File: src/rtl/lock_pkg.sv
`default_nettype none
// ============================================================================
// Module      : lock_pkg
// Description : Shared types and constants for the DigiLock keypad sequencer.
// Revision    : 1.0 - initial release
// ============================================================================
package lock_pkg;

    typedef enum logic [2:0] {
        INIT    = 3'd0,
        IDLE    = 3'd1,
        ENTRY   = 3'd2,
        CHECK   = 3'd3,
        WRONG   = 3'd4,
        OPEN    = 3'd5,
        LOCKOUT = 3'd6
    } state_t;

    localparam logic [3:0] DIGIT_MAX = 4'd9;
    localparam int         CODE_W    = 16;

    // Width of the shared OPEN/LOCKOUT down-counter.
    function automatic int timer_width(input int open_cycles, input int lock_cycles);
        int longest;
        longest = (open_cycles > lock_cycles) ? open_cycles : lock_cycles;
        return $clog2(longest + 1);
    endfunction

endpackage
`default_nettype wire

File: src/rtl/criptografia.sv
`default_nettype none
// ============================================================================
// Module      : criptografia
// Description : Combinational digit encoder, 4-bit digit in, 16-bit code out.
// Revision    : 1.0 - initial release
// ============================================================================
module criptografia
    import lock_pkg::*;
(
    input  logic [3:0]        digit_in,
    output logic [CODE_W-1:0] code_out
);

    // The inverted nibble alone makes the mapping injective over all 16 inputs.
    always_comb begin
        code_out = {digit_in ^ 4'hA, digit_in + 4'h7, ~digit_in, {digit_in[0], digit_in[3:1]}};
    end

endmodule
`default_nettype wire

File: src/rtl/lock_sequencer.sv
`default_nettype none
// ============================================================================
// Module      : lock_sequencer
// Description : DigiLock keypad sequencer: password init, entry buffering,
//               word-serial compare, open/error/lockout status.
//               Optional in-OPEN reprogramming via LOCK_REPROGRAM_EN.
// Revision    : 1.0 - initial release
// ============================================================================
module lock_sequencer
    import lock_pkg::*;
#(
    parameter int              NDIG        = 4,
    parameter logic [4*NDIG-1:0] DEFAULT_PW = 16'h1234,
    parameter int              MAX_TRIES   = 3,
    parameter int              OPEN_CYCLES = 500,
    parameter int              LOCK_CYCLES = 1000
) (
    input  logic       clock,
    input  logic       reset_n,
    input  logic [3:0] digit,
    input  logic       digit_valid,
    input  logic       enter,
    input  logic       clear,
    output logic       ready,
    output logic [2:0] count,
    output logic       open,
    output logic       error,
    output logic       locked_out
);

    localparam int c_IDX_W   = (NDIG > 1) ? $clog2(NDIG) : 1;
    localparam int c_TIMER_W = timer_width(OPEN_CYCLES, LOCK_CYCLES);
    localparam int c_TRY_W   = $clog2(MAX_TRIES + 1);

    localparam logic [c_IDX_W-1:0]   c_IDX_LAST = c_IDX_W'(NDIG - 1);
    localparam logic [2:0]           c_FULL     = 3'(NDIG);
    localparam logic [c_TRY_W-1:0]   c_TRY_MAX  = c_TRY_W'(MAX_TRIES);
    localparam logic [c_TIMER_W-1:0] c_OPEN_LD  = c_TIMER_W'(OPEN_CYCLES - 1);
    localparam logic [c_TIMER_W-1:0] c_LOCK_LD  = c_TIMER_W'(LOCK_CYCLES - 1);

    state_t                r_state, w_next;
    logic [c_IDX_W-1:0]    r_idx;
    logic [2:0]            r_count;
    logic [c_TRY_W-1:0]    r_tries;
    logic [c_TIMER_W-1:0]  r_timer;
    logic                  r_mis;
    logic                  r_digit_err;
    logic [CODE_W-1:0]     r_pw_mem  [NDIG];
    logic [CODE_W-1:0]     r_ent_mem [NDIG];

    logic [3:0]            w_enc_in;
    logic [CODE_W-1:0]     w_code;
    logic                  w_full, w_digit_ok, w_digit_bad, w_mis_acc, w_timer_done;
    logic                  w_keypad_on, w_reprog;
    logic [c_TRY_W-1:0]    w_tries_inc;

    assign w_enc_in = (r_state == INIT) ? DEFAULT_PW[4*(NDIG-1-int'(r_idx)) +: 4] : digit;

    criptografia u_enc (
        .digit_in (w_enc_in),
        .code_out (w_code)
    );

    assign w_full       = (r_count == c_FULL);
    assign w_digit_ok   = digit_valid && !clear && !enter && (digit <= DIGIT_MAX) && !w_full;
    assign w_digit_bad  = digit_valid && !clear && !enter && (digit >  DIGIT_MAX);
    assign w_mis_acc    = r_mis || (r_ent_mem[r_idx] != r_pw_mem[r_idx]);
    assign w_timer_done = (r_timer == '0);
    assign w_tries_inc  = r_tries + 1'b1;

`ifdef LOCK_REPROGRAM_EN
    assign w_keypad_on = (r_state == IDLE) || (r_state == ENTRY) || (r_state == OPEN);
    assign w_reprog    = (r_state == OPEN) && enter && !clear && w_full;
`else
    assign w_keypad_on = (r_state == IDLE) || (r_state == ENTRY);
    assign w_reprog    = 1'b0;
`endif

    always_ff @(posedge clock or negedge reset_n) begin
        if (!reset_n) r_state <= INIT;
        else          r_state <= w_next;
    end

    always_comb begin
        w_next = r_state;
        case (r_state)
            INIT:        if (r_idx == c_IDX_LAST) w_next = IDLE;
            IDLE, ENTRY: begin
                if (clear)           w_next = IDLE;
                else if (enter)      w_next = w_full ? CHECK : WRONG;
                else if (w_digit_ok) w_next = ENTRY;
            end
            CHECK:       if (r_idx == c_IDX_LAST) w_next = w_mis_acc ? WRONG : OPEN;
            WRONG:       w_next = (w_tries_inc >= c_TRY_MAX) ? LOCKOUT : IDLE;
            OPEN:        if (!w_reprog && w_timer_done) w_next = IDLE;
            LOCKOUT:     if (w_timer_done) w_next = IDLE;
            default:     w_next = INIT;
        endcase
    end

    always_comb begin
        ready      = w_keypad_on;
        count      = r_count;
        open       = (r_state == OPEN);
        locked_out = (r_state == LOCKOUT);
        error      = (r_state == WRONG) || r_digit_err;
    end

    always_ff @(posedge clock or negedge reset_n) begin
        if (!reset_n) begin
            r_idx       <= '0;
            r_count     <= '0;
            r_tries     <= '0;
            r_timer     <= '0;
            r_mis       <= 1'b0;
            r_digit_err <= 1'b0;
            for (int i = 0; i < NDIG; i++) begin
                r_pw_mem[i]  <= '0;
                r_ent_mem[i] <= '0;
            end
        end else begin
            r_digit_err <= w_keypad_on && w_digit_bad;
            r_mis       <= (r_state == CHECK) ? w_mis_acc : 1'b0;
            // r_idx walks the default password in INIT and the compare in CHECK.
            r_idx <= ((r_state == INIT || r_state == CHECK) && r_idx != c_IDX_LAST) ? r_idx + 1'b1 : '0;

            if (r_state == INIT) r_pw_mem[r_idx] <= w_code;
            if (w_reprog) begin
                for (int i = 0; i < NDIG; i++) r_pw_mem[i] <= r_ent_mem[i];
            end

            if (r_state == WRONG || (r_state == CHECK && w_next == OPEN) ||
                (r_state == OPEN && w_next == IDLE)) begin
                r_count <= '0;
            end else if (w_keypad_on) begin
                if (clear || w_reprog) begin
                    r_count <= '0;
                end else if (w_digit_ok) begin
                    r_ent_mem[r_count[c_IDX_W-1:0]] <= w_code;
                    r_count <= r_count + 1'b1;
                end
            end

            if (r_state == WRONG)                                      r_tries <= w_tries_inc;
            else if (r_state == CHECK && w_next == OPEN)               r_tries <= '0;
            else if (r_state == LOCKOUT && w_timer_done)               r_tries <= '0;

            if (w_next == OPEN && (r_state != OPEN || w_reprog))       r_timer <= c_OPEN_LD;
            else if (w_next == LOCKOUT && r_state != LOCKOUT)          r_timer <= c_LOCK_LD;
            else if (!w_timer_done)                                    r_timer <= r_timer - 1'b1;
        end
    end

endmodule
`default_nettype wire

File: config.mk
export PLATFORM = sky130hd
export DESIGN_NAME = lock_sequencer
export DESIGN_NICKNAME = d
export VERILOG_FILES = /design/src/rtl/lock_pkg.sv /design/src/rtl/criptografia.sv /design/src/rtl/lock_sequencer.sv
export SDC_FILE = /design/constraint.sdc
export NUM_CORES = 1
export LEC_CHECK = 0
export CAP_MARGIN = 15
export CORE_MARGIN = 4
export CORE_UTILIZATION = 60
export DETAILED_ROUTE_END_ITERATION = 12
export GPL_ROUTABILITY_DRIVEN = 0
export PLACE_DENSITY = 0.84
export REMOVE_ABC_BUFFERS = 1
export SLEW_MARGIN = 0
export SYNTH_ARGS = -nofsm -noshare
export SYNTH_HDL_FRONTEND = slang
export SYNTH_SLANG_ARGS = --single-unit
File: constraint.sdc
create_clock -name clock -period 3.75 [get_ports clock]
set_clock_uncertainty 0.2 [all_clocks]
set_input_delay 0.9375 -clock clock [delete_from_list [all_inputs] [get_ports clock]]
set_output_delay 0.9375 -clock clock [all_outputs]
set_load 0.005 [all_outputs]
**After elaboration in Yosys (flattened, before gate mapping)**

Index checks and enable logic that the tools add are counted.
Widths: inputs -> output; s select.

- Output and inout port bits: 7
- Input bits: 9
- Bits in registers: 150
- Logic and storage cells: 118

- Reductions and logical operators: 32
- Add/sub/neg operators: 6
- Mux-type cells: 35
- Order comparisons: 7
- Shifts and indexed selects: 1
- Equal/unequal tests: 16
- Bitwise logic cells: 6

Operators by type and width:

| operator | number |
|---|---|
| $bwmux 64 | 2 |
| $mux 16 | 6 |
| $bmux 16 s2 | 2 |
| $demux 16 s2 | 2 |
| $mux 3 | 12 |
| $mux 10 | 3 |
| $eq 3x3->1 const B | 6 |
| $ne 16x16->1 | 1 |
| $shiftx 16x5->4 const A | 1 |
| $pmux 3 s5 | 1 |
| $logic_and 1x1->1 | 14 |
| $logic_not 10->1 | 1 |
| $sub 10x1->10 const B | 1 |
| $mux 2 | 4 |
| $eq 3x1->1 const B | 2 |
| $eq 3x2->1 const B | 2 |
| $ge 3x3->1 const B | 2 |
| $logic_or 1x1->1 | 6 |
| $lt 3x1->1 const B | 2 |
| $ne 3x3->1 const B | 2 |
| $not 2->3 | 2 |
| $reduce_bool 3->1 | 2 |
| $add 2x1->2 const B | 2 |
| $add 4x3->4 const B | 1 |
| other kinds (19) | 24 |

**Longest topological paths before layout**

- Depth in word-level cells: 15
- Gate-level depth with buffers: 12
- Mapped depth without buffers: 8

**By module**

Synthesis repeated with hierarchy kept, for this count alone.

- Cells, all modules: 533
- Area, all modules: 7249.5 um2

By module, submodules not included:

| module | sequential area each (um2) | instances | cells each | area each (um2) |
|---|---|---|---|---|
| lock_sequencer | 3753.6 | 1 | 515 | 7123.1 |
| criptografia | 0.0 | 1 | 18 | 126.4 |

**Worst setup path after synthesis**

No wires, ideal clock.

- Kind: register to register
- Start point: register r_idx[0]
- End point: register r_ent_mem[10] (netlist bit)
- Required time: 3.412 ns
- Arrival: 2.443 ns
- Setup time: 0.138 ns
- Stages on the path, launching flop included: 13
- Setup slack: 0.969 ns
- Path buffers: 4
- Period minus slack after synthesis: 2.781 ns
- Path through: dfrtp_1 -> buf_6 -> buf_12 -> buf_4 -> clkinv_1 -> ha_1 -> nand2_1 -> nand2_1 -> clkbuf_1 -> inv_1 -> ha_1 -> xnor2_1 -> o21ai_0

- Longest elaborated chain between the ends: 15
- Elaborated cells between the ends (all ways): 27
- Classes of those cells: add/sub (2); eq/ne (4); shift (1); mux (12); bitwise (2); reduce/logical (6)

Ends and longest elaborated chain:

| element | RTL line | text |
|---|---|---|
| start, declared | lock_sequencer.sv:42 | `logic [c_IDX_W-1:0] r_idx;` |
| start signal, assigned | lock_sequencer.sv:125 | `r_idx <= ((r_state == INIT \|\| r_state == CHECK) && r_idx != c_IDX_LAST) ? r_idx + 1'b1 : '0;` |
| $not 2->3 (not written as such) | lock_sequencer.sv:67 | `assign w_mis_acc = r_mis \|\| (r_ent_mem[r_idx] != r_pw_mem[r_idx]);` |
| $bmux 16 s2 | lock_sequencer.sv:67 |  |
| $mux 16 (not written as such) (2 in series) | lock_sequencer.sv:67 |  |
| $ne 16x16->1 | lock_sequencer.sv:67 |  |
| $logic_or 1x1->1 | lock_sequencer.sv:67 |  |
| $mux 1 | lock_sequencer.sv:93 | `CHECK: if (r_idx == c_IDX_LAST) w_next = w_mis_acc ? WRONG : OPEN;` |
| $mux 3 | lock_sequencer.sv:93 |  |
| $pmux 3 s5 | lock_sequencer.sv:86 | `case (r_state)` |
| $eq 3x3->1 | lock_sequencer.sv:132 | `if (r_state == WRONG \|\| (r_state == CHECK && w_next == OPEN) \|\|` |
| $logic_and 1x1->1 | lock_sequencer.sv:132 |  |
| $logic_or 1x1->1 (2 in series) | lock_sequencer.sv:132 |  |
| $not 1->1 (no source line) | -- |  |
| $reduce_and 4->1 (no source line) | -- |  |
| end signal, assigned by index | lock_sequencer.sv:139 | `r_ent_mem[r_count[c_IDX_W-1:0]] <= w_code;` |
| end, declared | lock_sequencer.sv:49 | `logic [CODE_W-1:0] r_ent_mem [NDIG];` |

Parallel ways exist; a longest one is shown, timed or not. The select of a mux whose other input is x is not followed.
A chain may end at the register's enable or synchronous reset.

**Worst setup path in the final report**

- Start point: register r_state[2]
- End point: output error

- Longest elaborated chain between the ends: 2

Ends and longest elaborated chain:

| element | RTL line | text |
|---|---|---|
| start, declared | lock_sequencer.sv:41 | `state_t r_state, w_next;` |
| start signal, assigned | lock_sequencer.sv:81 | `else r_state <= w_next;` |
| $eq 3x3->1 | lock_sequencer.sv:106 | `error = (r_state == WRONG) \|\| r_digit_err;` |
| $logic_or 1x1->1 | lock_sequencer.sv:106 |  |
| end, declared | lock_sequencer.sv:27 | `output logic error,` |

Every way passes these cells.

==> results by group <==
Synth
  – Cells after Synth: 476
  – Post-Syn Area per Cell: roughly 11 um^2
  – Leading area contributor after synthesis: dfrtp_1
  – Seq/Total Area, Yosys: 52.6%
  – Post-synth top area share: 52.6%
  – Top cells by area, synth: dfrtp_1, nand2_1, mux4_1, o21ai_0, mux2_2
  – Async SR Flop Fraction: 100%
  – YS warnings: 0
  – Most frequent cell after synthesis: dfrtp_1
  – Seq cells post-synth: 110
  – Post-synth top cells: dfrtp_1, nand2_1, o21ai_0, mux2_2, xnor2_1
  – Post-synth top flop: dfrtp_1
  – Cell area after synthesis: 5240 um^2
  – Post-synth EDFFs: 0
  – Unique masters post-synth: 52

Final layout
  – Layout Utilization: 68.2%
  – # diodes: 0
  – Design area: 5690 um^2
  – Fraction of layout cells with a size suffix above 1: a little under an eighth
  – Area growth, synth to finish: 8.55%
  – Non-filler cells, final: 599
  – Final nets: 509

Power
  – Clock power share: 18.2%
  – Sequential power share: 44.5%
  – VDD IR max: between 0.3 and 0.4 mV
  – Internal: 2570 uW
  – Comb pwr share: ~37%
  – Pwr per Cell Area: 724 nW/um^2
  – Switching share of power: 37.5%
  – Pleak: 0.00263 uW
  – NetSw: ~1500 uW

Critical path
  – R2r setup slk: about 570 ps
  – R2r worst-path depth: 8
  – Setup crit start kind: flop
  – Worst reg2reg endpoint: r_timer[3]$_DFFE_PN0P_
  – Worst path cell trace: nand2b_1 > nor2_1 > or2_2 > clkdlybuf4s50_1
  – CP arrival: 2180 ps
  – CP max stage delay: 740 ps
  – CP Capture Type: output pin
  – CP Launch Point: r_state[2]$_DFF_PN0_
  – Crit-path max FO: 19
  – Worst r2r src: r_idx[0]$_DFF_PN0_
  – Slowest CP cell: dfrtp_1
  – Setup CP Type: reg -> out
  – CP required: 2610 ps
  – Buffer and inverter count on the worst path: 1
  – Top Family by Delay on Critical Path: flip-flops

CTS
  – Setup bufs post-CTS: 0
  – CTS buffer count: 9
  – Clk slew on worst S/H paths: about 100 ps
  – Cts hold-fix bufs: 0
  – CTS Root Buffer Type: clkbuf_8
  – CTS Buffer Depth: 2
  – CTS sink count: 110
  – Clock latency on the worst-skew pair: between 300 and 400 ps
  – CTS tree: yes
  – Post_cts resized: 0
  – H-tree levels: 3

Drt
  – Detailed Route Iter0 Violations: ~360
  – Via count: 3,595
  – Routed Antenna Nets: 0
  – TritonRoute pass-1 iters: 5
  – Routed vias/inst: 6.00
  – Routed len/inst: 17.9 um
  – # DRC: 0
  – Wirelength, routed: 10,700 um

GRT
  – Initial antenna violation count: 0
  – Global-route wire length before repair: 18,300 um
  – Vias in the first global route: 3,635
  – Grt total ovfl: 0
  – Largest net degree at the start of global routing: between 50 and 60
  – Gr usage total: approximately 23%

Floorplanning
  – Core Area: 8340 um^2
  – I/O pin count: 16
  – Die X: 101 um
  – Die ar.: approximately 10,000 um^2
  – Die Y-Extent: 101 um
  – FP Rows: 33
  – Initial Util: 62.8%

Worst hold path
  – Worst Hold Launch: r_tries[0]$_DFFE_PN0P_
  – HP Class: reg -> reg
  – Hold Crit Endpoint: r_tries[0]$_DFFE_PN0P_
  – Worst Hold Path Cells: 1

Timing
  – Crit share post-route: between 80% and 90%
  – Final Max Slew Viols: 0
  – Final setup fails: 0
  – RSZ-0062 raised after global routing: no
  – Final Hold Violating Endpoints: 0
  – Fmax: 302 MHz
  – Post-layout min period: 3310 ps
  – Hold slack: between 200 and 250 ps
  – Slew HR: 54.0%
  – TNS Setup: 0 ps
  – Worst slew pin tran: 688 ps

Place
  – Cells after DPL: a little under 600
  – IO Port Bufs: 15
  – HPWL Detailed: 7470 um
  – Dpl cell area: 5470 um^2

Outcome
  – Status: completed

Run
  – Max Cap Viol: 0
## worst max path at each step
stage / end / cells after the start / slack [ps]
after detailed placement: r_ent_mem[48]$_DFFE_PN0P_ / 6 / 390
after CTS: error / 4 / 430
after global routing: r_timer[3]$_DFFE_PN0P_ / 8 / 270
final: error / 4 / 440
after floorplan: r_tries[1]$_DFFE_PN0P_ / 6 / 650
after global placement: r_ent_mem[62]$_DFFE_PN0P_ / 6 / 520
## through the flow
| stage | total power [uW] | worst slack, ps |
|---|---|---|
| finish | 4110 | 437 |
| global route | 4410 | 273 |
| CTS | 4130 | 429 |
| detailed placement | 3380 | 395 |
| global placement | 3290 | 524 |
| floorplan | 2840 | 646 |
## kinds of logic (layout without fill, tap and decap cells)
family,Yosys count,after routing,synth area share [%]
AO/OA/AOI/OAI,86,86,9.29
AND/OR/NAND/NOR,164,164,15.1
multiplexers,37,37,11.8
XOR/XNOR,33,33,5.52
buffers and inverters,35,53,3.20
flip-flops,110,110,52.6
adder cells (fa/ha/maj),11,11,2.63
## worst register-to-register path, cell delays in order, from the launching register on
cell	delay [ps]
dfrtp_1	360
buf_4	340
mux4_1	660
xnor2_1	180
nand4_1	130
or3_4	410
nor4_4	490
buf_4	250
nor3_1	50
## flip-flops by register name (all words and copies together), names as in the netlist, 2 cells and up
register and cells:
count 3, r_tries 2, r_ent_mem 44, r_state 3, r_pw_mem 44, r_timer 10
r_idx 2
## layout make-up
| class | count | area (um^2) |
|---|---|---|
| multi-input cells | 331 | 2320 |
| well taps | 105 | 131 |
| clock inverters | 5 | 65.1 |
| fillers | 583 | 2660 |
| flip-flops and latches | 110 | 2750 |
| clock buffers | 11 | 151 |
| repair buffers | 25 | 223 |
| inverters | 12 | 45.0 |
## layer usage
layer,global-route usage [%],share of wire (%)
met1,32.3,44
met2,35.9,49
met3,6.06,5.2
met4,7.16,1.6
met5,0,0
## placed cells by master, fill, tap and decap left out, types with 14 or more instances in the layout
cell	n
nor2_1	14
xor2_1	15
mux2_2	23
clkdlybuf4s50_1	14
o21ai_0	57
nand2_1	86
xnor2_1	18
dfrtp_1	110
## power by group through the flow
stage                     logic (uW)  registers [uW]  clock network, uW
after CTS                       1540            1830                765
final                           1530            1830                748
after global placement          1470            1820                  0
after floorplan                 1060            1780                  0
after global routing            1710            1880                817
after detailed placement        1540            1850                  0
Note: power is estimated with default switching activity, not from simulation.
